**src/rtl/vga_sync_gen_if.sv**
```systemverilog
// Bundle between the raster timing generator, the display block and the VGA pins.
// The generator is the master: it drives the raster position, strobes and pins and reads colour back.
interface vga_sync_gen_if;
    logic        red;
    logic        green;
    logic        blue;
    logic [31:0] col;
    logic [31:0] row;
    logic        vnotactive;
    logic        pix_en;
    logic        frame_start;
    logic        vga_hs_n;
    logic        vga_vs_n;
    logic        vga_r;
    logic        vga_g;
    logic        vga_b;

    modport master (
        input  red, green, blue,
        output col, row, vnotactive, pix_en, frame_start,
        output vga_hs_n, vga_vs_n, vga_r, vga_g, vga_b
    );

    modport slave (
        output red, green, blue,
        input  col, row, vnotactive, pix_en, frame_start,
        input  vga_hs_n, vga_vs_n, vga_r, vga_g, vga_b
    );
endinterface

```
**src/rtl/vga_sync_gen.sv**
```systemverilog
// VGA raster timing generator: pixel divider, row/col counters, sync decode and a
// delay line that lines sync and blanking up with the registered colour from display.
module vga_sync_gen #(
    parameter int H_ACTIVE = 640,
    parameter int H_FP     = 16,
    parameter int H_SYNC   = 96,
    parameter int H_BP     = 48,
    parameter int V_ACTIVE = 480,
    parameter int V_FP     = 10,
    parameter int V_SYNC   = 2,
    parameter int V_BP     = 33,
    parameter int CLK_DIV  = 2,
    parameter int PIPE_DLY = 1
) (
    input  logic           CLK,
    input  logic           RST,
    vga_sync_gen_if.master bus
);
    localparam int H_TOTAL  = H_ACTIVE + H_FP + H_SYNC + H_BP;
    localparam int V_TOTAL  = V_ACTIVE + V_FP + V_SYNC + V_BP;
    localparam int HS_START = H_ACTIVE + H_FP;
    localparam int HS_END   = HS_START + H_SYNC;
    localparam int VS_START = V_ACTIVE + V_FP;
    localparam int VS_END   = VS_START + V_SYNC;
    localparam int DIV_W    = (CLK_DIV > 1) ? $clog2(CLK_DIV) : 1;
    localparam logic [DIV_W-1:0] DIV_LAST = DIV_W'(CLK_DIV - 1);

    logic [DIV_W-1:0] div_q, div_d;
    logic [31:0]      col_q, col_d;
    logic [31:0]      row_q, row_d;
    logic             pix_en_q, pix_en_d;
    logic             frame_start_q, frame_start_d;
    logic             adv;

    // pix_en and frame_start are registered alongside the counters, so each strobe
    // is high in exactly the cycle the new position becomes visible.
    always_comb begin
        adv           = (div_q == DIV_LAST);
        div_d         = adv ? '0 : div_q + DIV_W'(1);
        col_d         = col_q;
        row_d         = row_q;
        pix_en_d      = adv;
        frame_start_d = 1'b0;
        if (adv) begin
            if (col_q >= 32'(H_TOTAL - 1)) begin
                col_d = '0;
                if (row_q >= 32'(V_TOTAL - 1)) begin
                    row_d         = '0;
                    frame_start_d = 1'b1;
                end else begin
                    row_d = row_q + 32'd1;
                end
            end else begin
                col_d = col_q + 32'd1;
            end
        end
    end

    always_ff @(posedge CLK or posedge RST) begin
        if (RST) begin
            div_q         <= '0;
            col_q         <= '0;
            row_q         <= '0;
            pix_en_q      <= 1'b0;
            frame_start_q <= 1'b0;
        end else begin
            div_q         <= div_d;
            col_q         <= col_d;
            row_q         <= row_d;
            pix_en_q      <= pix_en_d;
            frame_start_q <= frame_start_d;
        end
    end

    // Raw decode packed as {hsync, vsync, de}, all active-high.
    logic [2:0] raw;
    logic [2:0] tap;

    always_comb begin
        raw[2] = (col_q >= 32'(HS_START)) && (col_q < 32'(HS_END));
        raw[1] = (row_q >= 32'(VS_START)) && (row_q < 32'(VS_END));
        raw[0] = (col_q < 32'(H_ACTIVE)) && (row_q < 32'(V_ACTIVE));
    end

    generate
        if (PIPE_DLY == 0) begin : g_no_dly
            assign tap = raw;
        end else begin : g_dly
            logic [2:0] sr_q [PIPE_DLY];
            logic [2:0] sr_d [PIPE_DLY];

            always_comb begin
                sr_d[0] = raw;
                for (int i = 1; i < PIPE_DLY; i++) begin
                    sr_d[i] = sr_q[i-1];
                end
            end

            always_ff @(posedge CLK or posedge RST) begin
                if (RST) begin
                    for (int i = 0; i < PIPE_DLY; i++) begin
                        sr_q[i] <= '0;
                    end
                end else begin
                    for (int i = 0; i < PIPE_DLY; i++) begin
                        sr_q[i] <= sr_d[i];
                    end
                end
            end

            assign tap = sr_q[PIPE_DLY-1];
        end
    endgenerate

    logic       hs_n_q, hs_n_d;
    logic       vs_n_q, vs_n_d;
    logic [2:0] rgb_q, rgb_d;

    always_comb begin
        hs_n_d = ~tap[2];
        vs_n_d = ~tap[1];
        rgb_d  = tap[0] ? {bus.red, bus.green, bus.blue} : 3'b000;
    end

    always_ff @(posedge CLK or posedge RST) begin
        if (RST) begin
            hs_n_q <= 1'b1;
            vs_n_q <= 1'b1;
            rgb_q  <= 3'b000;
        end else begin
            hs_n_q <= hs_n_d;
            vs_n_q <= vs_n_d;
            rgb_q  <= rgb_d;
        end
    end

    assign bus.col         = col_q;
    assign bus.row         = row_q;
    assign bus.vnotactive  = (row_q >= 32'(V_ACTIVE));
    assign bus.pix_en      = pix_en_q;
    assign bus.frame_start = frame_start_q;
    assign bus.vga_hs_n    = hs_n_q;
    assign bus.vga_vs_n    = vs_n_q;
    assign bus.vga_r       = rgb_q[2];
    assign bus.vga_g       = rgb_q[1];
    assign bus.vga_b       = rgb_q[0];
endmodule

```
**src/flat_wrapper.sv**
```systemverilog
// flat-port wrapper written by rule: the top's interface ports become plain ports
module vga_sync_gen_flat 
#(
    parameter int H_ACTIVE = 640,
    parameter int H_FP     = 16,
    parameter int H_SYNC   = 96,
    parameter int H_BP     = 48,
    parameter int V_ACTIVE = 480,
    parameter int V_FP     = 10,
    parameter int V_SYNC   = 2,
    parameter int V_BP     = 33,
    parameter int CLK_DIV  = 2,
    parameter int PIPE_DLY = 1
)
  (CLK, RST, bus_red, bus_green, bus_blue, bus_col, bus_row, bus_vnotactive, bus_pix_en, bus_frame_start, bus_vga_hs_n, bus_vga_vs_n, bus_vga_r, bus_vga_g, bus_vga_b);
  vga_sync_gen_if bus_i ();
  input  logic CLK;
  input  logic RST;
  input wire logic [$bits(bus_i.red)-1:0] bus_red;
  input wire logic [$bits(bus_i.green)-1:0] bus_green;
  input wire logic [$bits(bus_i.blue)-1:0] bus_blue;
  output wire logic [$bits(bus_i.col)-1:0] bus_col;
  output wire logic [$bits(bus_i.row)-1:0] bus_row;
  output wire logic [$bits(bus_i.vnotactive)-1:0] bus_vnotactive;
  output wire logic [$bits(bus_i.pix_en)-1:0] bus_pix_en;
  output wire logic [$bits(bus_i.frame_start)-1:0] bus_frame_start;
  output wire logic [$bits(bus_i.vga_hs_n)-1:0] bus_vga_hs_n;
  output wire logic [$bits(bus_i.vga_vs_n)-1:0] bus_vga_vs_n;
  output wire logic [$bits(bus_i.vga_r)-1:0] bus_vga_r;
  output wire logic [$bits(bus_i.vga_g)-1:0] bus_vga_g;
  output wire logic [$bits(bus_i.vga_b)-1:0] bus_vga_b;
  assign bus_i.red = bus_red;
  assign bus_i.green = bus_green;
  assign bus_i.blue = bus_blue;
  assign bus_col = bus_i.col;
  assign bus_row = bus_i.row;
  assign bus_vnotactive = bus_i.vnotactive;
  assign bus_pix_en = bus_i.pix_en;
  assign bus_frame_start = bus_i.frame_start;
  assign bus_vga_hs_n = bus_i.vga_hs_n;
  assign bus_vga_vs_n = bus_i.vga_vs_n;
  assign bus_vga_r = bus_i.vga_r;
  assign bus_vga_g = bus_i.vga_g;
  assign bus_vga_b = bus_i.vga_b;
  vga_sync_gen #(.H_ACTIVE(H_ACTIVE), .H_FP(H_FP), .H_SYNC(H_SYNC), .H_BP(H_BP), .V_ACTIVE(V_ACTIVE), .V_FP(V_FP), .V_SYNC(V_SYNC), .V_BP(V_BP), .CLK_DIV(CLK_DIV), .PIPE_DLY(PIPE_DLY)) u_core (.CLK(CLK), .RST(RST), .bus(bus_i));
endmodule
```
**config.mk**
```make
export PLATFORM = sky130hd
export DESIGN_NAME = vga_sync_gen_flat
export DESIGN_NICKNAME = d
export VERILOG_FILES = /design/src/rtl/vga_sync_gen_if.sv /design/src/rtl/vga_sync_gen.sv /design/src/flat_wrapper.sv
export SDC_FILE = /design/constraint.sdc
export NUM_CORES = 1
export LEC_CHECK = 0
export BUFFER_PORTS_ARGS = -buffer_cell sky130_fd_sc_hd__buf_4
export CAP_MARGIN = 20
export CELL_PAD_IN_SITES_DETAIL_PLACEMENT = 0
export CELL_PAD_IN_SITES_GLOBAL_PLACEMENT = 2
export CORE_MARGIN = 2
export CORE_UTILIZATION = 34
export DETAILED_ROUTE_END_ITERATION = 8
export MAX_ROUTING_LAYER = met4
export PLACE_DENSITY = 0.87
export SLEW_MARGIN = 40
export SYNTH_ARGS = -nofsm -noshare
export SYNTH_HDL_FRONTEND = slang
export SYNTH_SLANG_ARGS = --single-unit
export TNS_END_PERCENT = 20
```
**constraint.sdc**
```tcl
create_clock -name CLK -period 2.7 [get_ports CLK]
set_clock_uncertainty 0.1 [all_clocks]
set_input_delay 0.27 -clock CLK [delete_from_list [all_inputs] [get_ports CLK]]
set_output_delay 0.27 -clock CLK [all_outputs]
set_load 0.01 [all_outputs]
```
Yosys cells after proc, flatten, opt, wreduce, memory -nomap -nowiden. Cells that the tools add are included.

Add/sub/neg operators: 3. $mul: 0. Div/mod/pow operators: 0. Order comparisons: 9. Equality and inequality tests: 0. Shifts and indexed selects: 0. Mux-type cells: 7. Bitwise operators: 2. Reductions and logical operators: 4.

Operators with widths (count): $ge A32 B10 Y1 const B (3); $add A32 B1 Y32 const B (2); $ge A32 B9 Y1 const B (2); $lt A32 B10 Y1 const B (2); $lt A32 B9 Y1 const B (2); $mux W32 (2); $mux W1 (4); $logic_and A1 B1 Y1 (3); $mux W3 (1); $not A1 Y1 (2); $reduce_and A2 Y1 (1); $add A1 B1 Y1 const B (1).

Register bits: 75. Bits in latches: 0. Memory bits (writable): 0. ROM bits: 0. Memories kept: 0.

Longest topological paths before layout. Gate-level depths: netlist of run 1.

Depth in word-level cells: 4. Mapped depth: 9.

Least setup slack after synthesis of run 1. Ideal clock, no wire load.

Path type: reg-to-reg. From: register u_core.col_q[19] (netlist: u_core.bus.col[19]). To: register u_core.row_q[6] (netlist: u_core.bus.row[6]). Library setup time: 0.121 ns. Arrival: 1.784 ns. Data required time: 2.479 ns. Path slack: 0.695 ns. Stages on the path, launching flop included: 7. Period minus slack after synthesis: 2.005 ns. Path through: dfrtp_1 nor4_2 nand4_4 o31a_1 buf_6 and2_4 a22o_1.

Cells in the longest elaborated chain, start to end: 2.

Ends and longest elaborated chain: start: declaration (line vga_sync_gen.sv:29) `logic [31:0] col_q, col_d;`; start signal: assignment (line vga_sync_gen.sv:68) `col_q <= col_d;`; $ge A32 B10 Y1 (line vga_sync_gen.sv:45) `if (col_q >= 32'(H_TOTAL - 1)) begin`; $reduce_and A2 Y1 (no source line); end signal: assignment (line vga_sync_gen.sv:69) `row_q <= row_d;`; end: declaration (line vga_sync_gen.sv:30) `logic [31:0] row_q, row_d;`.

No other way between the ends. A chain may end at the register's enable or synchronous reset.

Worst setup path after layout of run 1.
From: register u_core.row_q[24] (netlist: u_core.bus.row[24]). To: output bus_vnotactive.

Cells in the longest elaborated chain, start to end: 1.

Ends and longest elaborated chain: $ge A32 B9 Y1 (line vga_sync_gen.sv:139) `assign bus.vnotactive = (row_q >= 32'(V_ACTIVE));`; end: declaration (line flat_wrapper.sv:24) `output wire logic [$bits(bus_i.vnotactive)-1:0] bus_vnotactive;`.

No other way between the ends.

==> results by group, run 1 <==
Synthesis
  – Async SR Flop Fraction: 1.00
  – Post-Syn Instances: 356
  – Syn nets: 365
  – Number of flops mapped to enable cells by yosys: 0
  – Cell type with the highest aggregate area in the netlist: sky130_fd_sc_hd__dfrtp_1
  – Average cell area after synthesis: 10.2 µm²
  – Cell area after synthesis: 3640 µm²
  – Fraction of post-synthesis cell area in the top cell type by area: 0.502
  – Ranking of synthesized cells by area: sky130_fd_sc_hd__dfrtp_1 (50%), sky130_fd_sc_hd__nor2_1 (4.8%), sky130_fd_sc_hd__o21a_1 (3.3%), sky130_fd_sc_hd__nand2_1 (2.8%), sky130_fd_sc_hd__and3_1 (2.4%)
  – Sequential-to-total area share from yosys stat: 0.516
  – Dominant register cell in the synthesized netlist: sky130_fd_sc_hd__dfrtp_1
  – Total of warnings raised by yosys: 0
  – Count of distinct cell types in the synthesized netlist: 53
  – Flops & latches, synth: 75

Placed design
  – HPWL Detailed: 6600 µm
  – Placer congestion estimate: 0.793
  – DP Area: 4380 µm²
  – Worst setup slack after placement: 0.343 ns
  – Port-buffer cells: 76
  – Number of placed instances with taps included: 566

STA
  – Final number of hold-violating endpoints: 0
  – RSZ-0062 raised after global routing: false
  – Final TNS setup: 0 ns
  – Number of setup violations in the final report: 0
  – Portion of the clock cycle consumed by the worst path in the final layout: 0.918
  – Final Critical Period: 2.48 ns
  – Max-slew violations: 0
  – Max Freq: 0.404 GHz
  – Relative max-transition margin: 0.498
  – Final worst slack: 0.222 ns
  – Slew @ Worst Pin: 0.746 ns

Worst hold path
  – Start point of the worst hold path: bus_red
  – Number of stages on the worst hold path: 2
  – Worst min path class: input port to flip-flop
  – Endpoint with the worst hold slack: u_core.rgb_q[2]

Worst setup path
  – Required time of the critical path: 2.33 ns
  – Maximum fanout along the worst path: 6
  – Depth of the most critical reg-to-reg path: 7
  – Type of the worst setup path: flip-flop to primary output
  – Slack of the worst reg-to-reg path: 0.34 ns
  – Capturing element type of the critical path: primary output
  – CP Buf/Inv Count: 1
  – Startpoint types: flip-flop
  – Worst R2R End: u_core.bus.row[16]
  – Start of the worst register-to-register path: u_core.bus.col[0]
  – Arrival time of data at the critical path endpoint: 2.11 ns
  – Cell family with the largest share of critical-path delay: simple AND/OR/NAND/NOR gates
  – Critical Path, Cell by Cell: nor4_1 -> nand4_1 -> nor3_1 -> nand2_1 -> buf_4
  – Slowest stage cell, crit path: sky130_fd_sc_hd__dfrtp_1
  – Max incr delay on CP: 0.43 ns

Detailed routing
  – Vias: 2976
  – Detail Route Antenna Nets: 0
  – Drt first-iter violations: 203
  – Routed wire per std cell: 16.0 µm
  – DR vias/cell: 5.12
  – Count of unresolved DRC violations after routing: 0
  – Iteration count of the initial detailed-routing pass: 4
  – Sum of routed wire length over all layers: 9270 µm

Final layout
  – Fin nets: 451
  – Total area of sequential cells: 1880 µm²
  – Number of fill cells: 1041
  – Most common library cell in the layout ignoring fill and taps: sky130_fd_sc_hd__buf_4
  – Share of layout cells above drive strength 1: 0.265
  – Post-layout util: 0.438
  – Layout Area Growth over Synthesis: 24.6%
  – Cell area after layout: 4540 µm²
  – Area used by multi-input combinational logic: 1630 µm²
  – Non-filler cells in the finished layout: 581
  – Commonest cells after routing, fill and taps aside: sky130_fd_sc_hd__buf_4 (83), sky130_fd_sc_hd__dfrtp_1 (73), sky130_fd_sc_hd__nor2_1 (47), sky130_fd_sc_hd__nand2_1 (27), sky130_fd_sc_hd__nand3_1 (17)
  – Final antenna diode count: 0

Clocking
  – Maximum level of the CTS H-tree: 3
  – Clock network latency to the later pin of the worst-skew pair: 0.33 ns
  – Total of cells resized after clock tree synthesis: 0
  – Post-CTS repair timing setup buffer count: 0
  – TritonCTS clock tree: done
  – Number of buffers inserted during clock tree synthesis: 9
  – Clock-pin slew on the worst setup and hold paths: 0.07 ns
  – Master cell of the clock root buffer: sky130_fd_sc_hd__clkbuf_8
  – Largest buffer count on any clock path: 2
  – CTS Sinks: 75

Die
  – Width of the chip: 107 µm
  – Die Area: 11500 µm²
  – Number of standard-cell rows in the floorplan: 37
  – Top-level I/O count: 77
  – Chip Height: 107 µm
  – Initial core utilization: 0.351
  – Core Area: 10400 µm²

Run
  – Max capacitance violation total: 0

Global routing
  – Vias in the first global route: 2904
  – Wire length of the first global-routing pass: 15100 µm
  – Total gr overflow: 0
  – Maximum number of pins on one net before global-route repair: 76
  – Initial antenna violation count: 0
  – Aggregate global-route resource usage: 0.170

Power
  – Static Leakage: 2.17 nW
  – VDD IR max: 0.000189 V
  – Total power divided by cell area: 413 nW/µm²

Status
  – Result of the run: finished clean
metrics by stage:
step           hold slack, ns  power (mW)
6_report               0.0500        1.87
4_1_cts                0.0354        1.90
3_3_place_gp            0.242        1.19
3_5_place_dp            0.246        1.19
5_1_grt                0.0326        1.97
2_1_floorplan           0.237        1.17
sequential cells by signal, indices dropped and copies added (netlist names):
| name | cells |
|---|---|
| u_core.bus.vga_vs_n | 1 |
| u_core.bus.col | 32 |
| u_core.bus.row | 32 |
| u_core.rgb_q | 3 |
| u_core.bus.pix_en | 1 |
| u_core.g_dly.sr_q | 3 |
| u_core.bus.vga_hs_n | 1 |
| u_core.adv | 1 |
| u_core.bus.frame_start | 1 |
power by group:
part           switching [mW]  internal [mW]
logic                  0.0254         0.0116
registers            0.000559           1.12
clock network           0.392          0.318
total                   0.418           1.45
cell usage after synthesis (3+ instances only):
cell and number:
sky130_fd_sc_hd__nand3_1 17, sky130_fd_sc_hd__nand4_1 10, sky130_fd_sc_hd__ha_1 4, sky130_fd_sc_hd__dfrtp_1 73
sky130_fd_sc_hd__and4_1 6, sky130_fd_sc_hd__buf_6 4, sky130_fd_sc_hd__and3_1 14, sky130_fd_sc_hd__o21a_1 16
sky130_fd_sc_hd__a31oi_1 11, sky130_fd_sc_hd__a41oi_1 5, sky130_fd_sc_hd__xnor2_1 4, sky130_fd_sc_hd__a22o_1 3
sky130_fd_sc_hd__nor4_2 3, sky130_fd_sc_hd__nand2_1 27, sky130_fd_sc_hd__nor3_1 14, sky130_fd_sc_hd__nor4_4 3
sky130_fd_sc_hd__nor2b_1 3, sky130_fd_sc_hd__inv_1 14, sky130_fd_sc_hd__xor2_1 5, sky130_fd_sc_hd__nor4_1 11
sky130_fd_sc_hd__and2_1 7, sky130_fd_sc_hd__a21oi_1 8, sky130_fd_sc_hd__or3_1 5, sky130_fd_sc_hd__o21ai_0 5
sky130_fd_sc_hd__nor2_1 47
worst reg2reg max path, stage by stage (launching register included):
cell and delay, ns:
sky130_fd_sc_hd__dfrtp_1 0.45, sky130_fd_sc_hd__ha_1 0.27, sky130_fd_sc_hd__nand4_1 0.13, sky130_fd_sc_hd__a21oi_2 0.37, sky130_fd_sc_hd__o31a_1 0.42, sky130_fd_sc_hd__nand2b_4 0.19, sky130_fd_sc_hd__inv_2 0.23, sky130_fd_sc_hd__nor2_1 0.08
logic make-up (layout without fill, tap and decap cells):
logic type	count (synthesis)	count (layout)	synth area share
XOR/XNOR	9	9	0.0217
buffers and inverters	25	114	0.0357
AO/OA/AOI/OAI	64	64	0.133
adder cells (fa/ha/maj)	4	4	0.0138
flip-flops	75	75	0.516
AND/OR/NAND/NOR	179	179	0.279
layer usage:
layer  vias to the layer above  global-route usage  wire, µm
li1                       1461                   -         -
met1                      1439               0.244      4580
met2                        66               0.248      4260
met3                        10              0.0254       310
met4                         0              0.0568       118
met5                         -                   -         0
worst max-delay path by stage:
stage | start | endpoint | slack, ns | cells past startpoint
final | u_core.bus.row[24] | bus_vnotactive | 0.22 | 5
after global routing | u_core.bus.row[24] | bus_vnotactive | 0.04 | 5
after CTS | u_core.bus.row[24] | bus_vnotactive | 0.17 | 5
after detailed placement | u_core.bus.col[0] | u_core.bus.row[13] | 0.34 | 7
after global placement | u_core.bus.col[20] | u_core.bus.row[8] | 0.42 | 6
after floorplan | RST | u_core.adv | 0.42 | 1
area by class of cell:
class,instances,share of cell area
flip-flops and latches,75,0.414
multi-input cells,256,0.359
repair buffers,85,0.144
well taps,136,0.0375
clock buffers,10,0.0281
inverters,15,0.0124
clock inverters,4,0.00441
repair_timing:
action,CTS,global route
hold buffers,1,0
endpoints found under the hold margin,73,0
setup endpoints to repair,0,0
Power figures use the tool's default switching activity.
==> run 2, diff against run 1 <==
CORE_UTILIZATION = 37   (was 34)
PLACE_DENSITY = 0.93   (was 0.87)
clock period = 3.2 ns   (was 2.7 ns; I/O delays follow)
==> run 2 against run 1 <==
First-iteration DRC count shrank 27%. Critical endpoint unchanged. Routed wire length shrank 1.9%. Largest cell class unchanged. Critical path type unchanged. Register-to-register slack better by 0.31 ns. Combinational power down 15%.
==> results by group, run 2 (synthesized netlist as in run 1, its figures left out) <==
Final layout
  – Final antenna diode count: 0 (unchanged)
  – Cell area after layout: 4590 µm² (+1.2%)
  – Share of layout cells above drive strength 1: 0.264 (-0.00166)
  – Commonest cells after routing, fill and taps aside: sky130_fd_sc_hd__buf_4 (80), sky130_fd_sc_hd__dfrtp_1 (73), sky130_fd_sc_hd__nor2_1 (47), sky130_fd_sc_hd__nand2_1 (27), sky130_fd_sc_hd__nand3_1 (17)
  – Most common library cell in the layout ignoring fill and taps: sky130_fd_sc_hd__buf_4
  – Number of fill cells: 951 (-8.6%)
  – Fin nets: 448 (-0.67%)
  – Layout Area Growth over Synthesis: 26.2%

Worst setup path
  – Maximum fanout along the worst path: 5 (-1)
  – Slack of the worst reg-to-reg path: 0.65 ns (+0.31 ns)
  – Startpoint types: flip-flop
  – CP Launch Point: u_core.bus.row[16]
  – Worst R2R End: u_core.bus.row[18]
  – Type of the worst setup path: flip-flop to primary output
  – Required time of the critical path: 2.78 ns (+0.45 ns)
  – Start of the worst register-to-register path: u_core.bus.col[0]
  – Capturing element type of the critical path: primary output
  – Arrival time of data at the critical path endpoint: 2.18 ns (+0.07 ns)
  – Depth of the most critical reg-to-reg path: 7 (unchanged)

STA
  – Portion of the clock cycle consumed by the worst path in the final layout: 0.813
  – Relative max-transition margin: 0.503 (+0.00520)
  – Final number of hold-violating endpoints: 0 (unchanged)
  – Number of setup violations in the final report: 0 (unchanged)
  – Max-slew violations: 0 (unchanged)
  – RSZ-0062 raised after global routing: false
  – Final Critical Period: 2.60 ns
  – Max Freq: 0.384 GHz
  – Final TNS setup: 0 ns (unchanged)
  – Slew @ Worst Pin: 0.738 ns (-0.00773 ns)

Clocking
  – Clock-pin slew on the worst setup and hold paths: 0.08 ns (about the same)
  – Number of buffers inserted during clock tree synthesis: 9 (unchanged)
  – Hold Buf Count CTS: 0 (-1)
  – Clock network latency to the later pin of the worst-skew pair: 0.34 ns (about the same)
  – Total of cells resized after clock tree synthesis: 0 (unchanged)
  – TritonCTS clock tree: done
  – Maximum level of the CTS H-tree: 3 (unchanged)
  – Largest buffer count on any clock path: 2 (unchanged)
  – Post-CTS repair timing setup buffer count: 0 (unchanged)
  – CTS Sinks: 75 (unchanged)
  – Master cell of the clock root buffer: sky130_fd_sc_hd__clkbuf_8

Power
  – Clock network power share: 0.457 (+0.078)
  – Total internal power: 1.44 mW (-0.98%)
  – Net switching fraction of the power: 0.202 (-0.0211)
  – Total power divided by cell area: 393 nW/µm² (-4.8%)
  – P_sw: 0.365 mW (-13%)
  – Sequential group share of total power: 0.526 (-0.075)
  – Power, Total: 1.81 mW (-3.6%)
  – Static Leakage: 2.19 nW (+0.66%)
  – Portion of total power attributed to combinational logic: 0.017 (-0.003)
  – VDD IR max: 0.000189 V (-0.31%)

Global routing
  – Vias in the first global route: 2880 (-0.83%)
  – Wire length of the first global-routing pass: 15000 µm (-0.82%)
  – Met2 global-route usage: 0.280 (+0.0320)
  – Met1 global-route usage: 0.261 (+0.0171)
  – Total gr overflow: 0 (unchanged)
  – Initial antenna violation count: 0 (unchanged)
  – Maximum number of pins on one net before global-route repair: 42 (-45%)
  – Aggregate global-route resource usage: 0.186 (+0.0154)
  – Top Usage Layer GRT: met2
  – Met3 track utilization from global routing: 0.0262 (+0.000786)

Placed design
  – DP Area: 4350 µm² (-0.60%)
  – Placer congestion estimate: 0.833 (+5.1%)
  – Port-buffer cells: 76 (unchanged)
  – HPWL Detailed: 6470 µm (-1.9%)

Detailed routing
  – Drt first-iter violations: 148 (-27%)
  – Routed wire per std cell: 15.8 µm (-1.2%)
  – Sum of routed wire length over all layers: 9090 µm (-1.9%)
  – DR vias/cell: 5.24 (+2.2%)
  – Iteration count of the initial detailed-routing pass: 6 (+2)
  – Vias: 3022 (+1.5%)
  – Count of unresolved DRC violations after routing: 0 (unchanged)
  – Detail Route Antenna Nets: 0 (unchanged)

Die
  – Core Area: 9640 µm² (-7.0%)
  – Chip Height: 103 µm (-4.0%)
  – Top-level I/O count: 77 (unchanged)
  – Number of standard-cell rows in the floorplan: 36 (-2.7%)
  – Initial core utilization: 0.378 (+0.0266)
  – Die Area: 10600 µm² (-7.8%)
  – Width of the chip: 103 µm (-4.0%)

Worst hold path
  – Start point of the worst hold path: bus_red
  – Number of stages on the worst hold path: 2 (unchanged)
  – Endpoint with the worst hold slack: u_core.rgb_q[2]
  – Worst min path class: input port to flip-flop

Run
  – Max capacitance violation total: 0 (unchanged)

Status
  – Result of the run: finished clean
==> run 2: metal layers <==
layer / up-vias / share of wire
li1: 1464 / -
met1: 1486 / 0.47
met2: 63 / 0.48
met3: 9 / 0.038
met4: 0 / 0.0099
met5: - / 0
==> run 2: worst max-delay path by stage <==
stage	end	depth (start not counted)
2_1_floorplan	u_core.adv	1
3_3_place_gp	u_core.bus.row[18]	7
3_5_place_dp	u_core.bus.row[14]	7
4_1_cts	bus_vnotactive	5
5_1_grt	u_core.bus.row[14]	7
6_report	bus_vnotactive	5
==> run 2: through the flow <==
stage                     std cells  setup WS, ns  utilization  hold slack [ns]
after global placement          560         0.784        0.452            0.242
after global routing            577         0.423        0.476           0.0905
after floorplan                 356         0.873            -            0.237
after detailed placement        560         0.675        0.452            0.243
final                           577         0.597        0.476            0.102
after CTS                       576         0.594        0.475           0.0680
==> run 2: cell type report <==
cell class                 instances  area, µm²  share of cell area
sequential                        75       1880               0.409
multi-input combinational        256       1630               0.355
timing repair buffer              82        631               0.137
tap                              133        166              0.0362
clock buffer                      12        155              0.0338
clock inverter                     4       72.6              0.0158
inverter                          15       57.6              0.0125
==> run 2: power groups by stage <==
stage / Clock [mW] / Sequential (mW) / Combinational (mW)
final: 0.824 / 0.950 / 0.0315
after global routing: 0.900 / 0.950 / 0.0370
after CTS: 0.843 / 0.949 / 0.0327
after detailed placement: 0 / 0.968 / 0.0328
after global placement: 0 / 0.968 / 0.0325
after floorplan: 0 / 0.969 / 0.0151
==> run 2: critical path, stage by stage (launching register included) <==
cell                      delay (ns)
sky130_fd_sc_hd__dfrtp_1        0.44
sky130_fd_sc_hd__nor4_1         0.42
sky130_fd_sc_hd__nand4_1        0.32
sky130_fd_sc_hd__nor3_1         0.38
sky130_fd_sc_hd__nand2_1        0.12
sky130_fd_sc_hd__buf_4          0.16
==> run 3, diff against run 2 <==
CORE_UTILIZATION = 31   (was 37)
PLACE_DENSITY = 0.84   (was 0.93)
clock period = 2.3 ns   (was 3.2 ns; I/O delays follow)
==> run 3 against run 2 <==
Sequential cell count unchanged. Routed wire length increased by 5.4%. Clock-buffer cell count increased by 1. Sequential share of layout area decreased by 2.0 points. First-iteration DRC count decreased by 37%. Non-clock buffer count increased by 24. Die area increased by 19%.
==> results by group, run 3 (synthesized netlist as in run 1, its figures left out) <==
STA
  – Worst-case hold slack: 0.0272 ns (-0.0747 ns)
  – Slew @ Worst Pin: 0.419 ns (-0.319 ns)
  – Final TNS setup: 0 ns (unchanged)
  – Relative max-transition margin: 0.721 (+0.217)
  – Number of setup violations in the final report: 0 (unchanged)
  – Final number of hold-violating endpoints: 0 (unchanged)
  – Max-slew violations: 0 (unchanged)
  – Final Critical Period: 2.15 ns
  – Final worst slack: 0.153 ns (-0.444 ns)
  – Portion of the clock cycle consumed by the worst path in the final layout: 0.933
  – RSZ-0062 raised after global routing: false
  – Max Freq: 0.466 GHz

Clocking
  – CTS Sinks: 75 (unchanged)
  – Maximum level of the CTS H-tree: 3 (unchanged)
  – TritonCTS clock tree: done
  – Largest buffer count on any clock path: 2 (unchanged)
  – Clock-pin slew on the worst setup and hold paths: 0.06 ns (-0.02 ns)
  – Master cell of the clock root buffer: sky130_fd_sc_hd__clkbuf_16
  – Clock network latency to the later pin of the worst-skew pair: 0.33 ns (about the same)
  – Number of buffers inserted during clock tree synthesis: 9 (unchanged)

Worst setup path
  – Startpoint types: flip-flop
  – Slowest stage cell, crit path: sky130_fd_sc_hd__dfrtp_1
  – Maximum fanout along the worst path: 6 (+1)
  – Max incr delay on CP: 0.44 ns (about the same)
  – Slack of the worst reg-to-reg path: 0.17 ns (-0.48 ns)
  – Required time of the critical path: 1.97 ns (-0.81 ns)
  – Depth of the most critical reg-to-reg path: 6 (-1)
  – Worst R2R End: u_core.bus.col[0]
  – Type of the worst setup path: flip-flop to primary output
  – Critical Path, Cell by Cell: nor4_1 -> nand4_1 -> nor3_2 -> nand2_1 -> buf_4
  – Start of the worst register-to-register path: u_core.bus.col[31]
  – Arrival time of data at the critical path endpoint: 1.82 ns (-0.36 ns)
  – Capturing element type of the critical path: primary output

Global routing
  – Initial antenna violation count: 0 (unchanged)
  – Maximum number of pins on one net before global-route repair: 76 (+81%)
  – Aggregate global-route resource usage: 0.162 (-0.0237)
  – Wire length of the first global-routing pass: 15900 µm (+6.6%)
  – Total gr overflow: 0 (unchanged)
  – Vias in the first global route: 3107 (+7.9%)

Die
  – Width of the chip: 112 µm (+8.9%)
  – Initial core utilization: 0.319 (-0.0588)
  – Core Area: 11400 µm² (+18%)
  – Die Area: 12600 µm² (+19%)
  – Number of standard-cell rows in the floorplan: 39 (+8.3%)
  – Chip Height: 112 µm (+8.9%)
  – Top-level I/O count: 77 (unchanged)

Worst hold path
  – Worst min path class: input port to flip-flop
  – Endpoint with the worst hold slack: u_core.rgb_q[2]
  – Start point of the worst hold path: bus_red
  – Number of stages on the worst hold path: 2 (unchanged)

Detailed routing
  – Drt first-iter violations: 93 (-37%)
  – Detail Route Antenna Nets: 0 (unchanged)
  – Routed wire per std cell: 15.7 µm (-0.47%)
  – Sum of routed wire length over all layers: 9590 µm (+5.4%)
  – DR vias/cell: 5.12 (-2.3%)
  – Vias: 3126 (+3.4%)
  – Count of unresolved DRC violations after routing: 0 (unchanged)
  – Iteration count of the initial detailed-routing pass: 4 (-2)

Placed design
  – Worst setup slack after placement: 0.149 ns (-0.526 ns)
  – Placer congestion estimate: 0.805 (-3.4%)
  – Port-buffer cells: 76 (unchanged)
  – HPWL Detailed: 6810 µm (+5.2%)

Final layout
  – Post-layout util: 0.423 (-0.0537)
  – Fin nets: 472 (+5.4%)
  – Final antenna diode count: 0 (unchanged)
  – Share of layout cells above drive strength 1: 0.301 (+0.0378)
  – Layout Area Growth over Synthesis: 32.6%
  – Most common library cell in the layout ignoring fill and taps: sky130_fd_sc_hd__buf_4
  – Commonest cells after routing, fill and taps aside: sky130_fd_sc_hd__buf_4 (104), sky130_fd_sc_hd__dfrtp_1 (73), sky130_fd_sc_hd__nor2_1 (47), sky130_fd_sc_hd__nand2_1 (27), sky130_fd_sc_hd__nand3_1 (17)

Power
  – Static Leakage: 2.33 nW (+6.4%)
  – VDD IR max: 0.000305 V (+61%)
  – Total power divided by cell area: 542 nW/µm² (+38%)

Run
  – Max capacitance violation total: 0 (unchanged)

Status
  – Result of the run: finished clean
==> run 3: what timing repair did <==
item | CTS | global route
resized for setup | 1 | 2
buffers inserted | 1 | 0
hold buffers | 1 | 0
endpoints found under the setup margin | 1 | 11
endpoints found under the hold margin | 73 | 0
pin swaps | 1 | 1
==> run 3: worst max-delay path by stage <==
stage | from | end | slack (ns)
final | u_core.bus.row[24] | bus_vnotactive | 0.15
after global routing | u_core.bus.row[24] | u_core.bus.row[13] | 0.03
after global placement | u_core.bus.col[20] | u_core.bus.row[23] | 0.20
after CTS | u_core.bus.row[28] | bus_vnotactive | 0.08
after floorplan | RST | u_core.adv | 0.06
after detailed placement | u_core.bus.col[20] | u_core.bus.row[23] | 0.15
==> run 3: area by class of cell <==
class / count / area, µm²
clock buffers: 13 / 240
multi-input cells: 256 / 1640
inverters: 15 / 56.3
repair buffers: 106 / 811
flip-flops and latches: 75 / 1880
well taps: 143 / 179
fillers: 1137 / 6590
clock inverters: 3 / 17.5
==> run 3: per-layer routing <==
metal / track usage / part of all wire
met5: - / 0
met4: 0.0488 / 0.012
met3: 0.0335 / 0.036
met2: 0.239 / 0.46
met1: 0.226 / 0.49
==> run 3: worst max-delay path, delay by kind of cell, from the launching register on <==
kind	cells	cell delay, ns
simple gates	4	0.87
buf+inv	1	0.16
flops	1	0.44
==> run 3: report_power, final <==
group	total, mW	switching (mW)	internal, mW
Clock	1.25	0.521	0.728
Sequential	1.32	0.000770	1.32
Combinational	0.0436	0.0299	0.0137
Total	2.62	0.552	2.06
==> run 3: metrics by stage <==
| step | total power [mW] | cell area [µm²] | cells |
|---|---|---|---|
| floorplan | 1.37 | 3640 | 356 |
| global placement | 1.39 | 4540 | 593 |
| detailed placement | 1.39 | 4540 | 593 |
| CTS | 2.66 | 4820 | 611 |
| global route | 2.73 | 4830 | 611 |
| finish | 2.62 | 4830 | 611 |
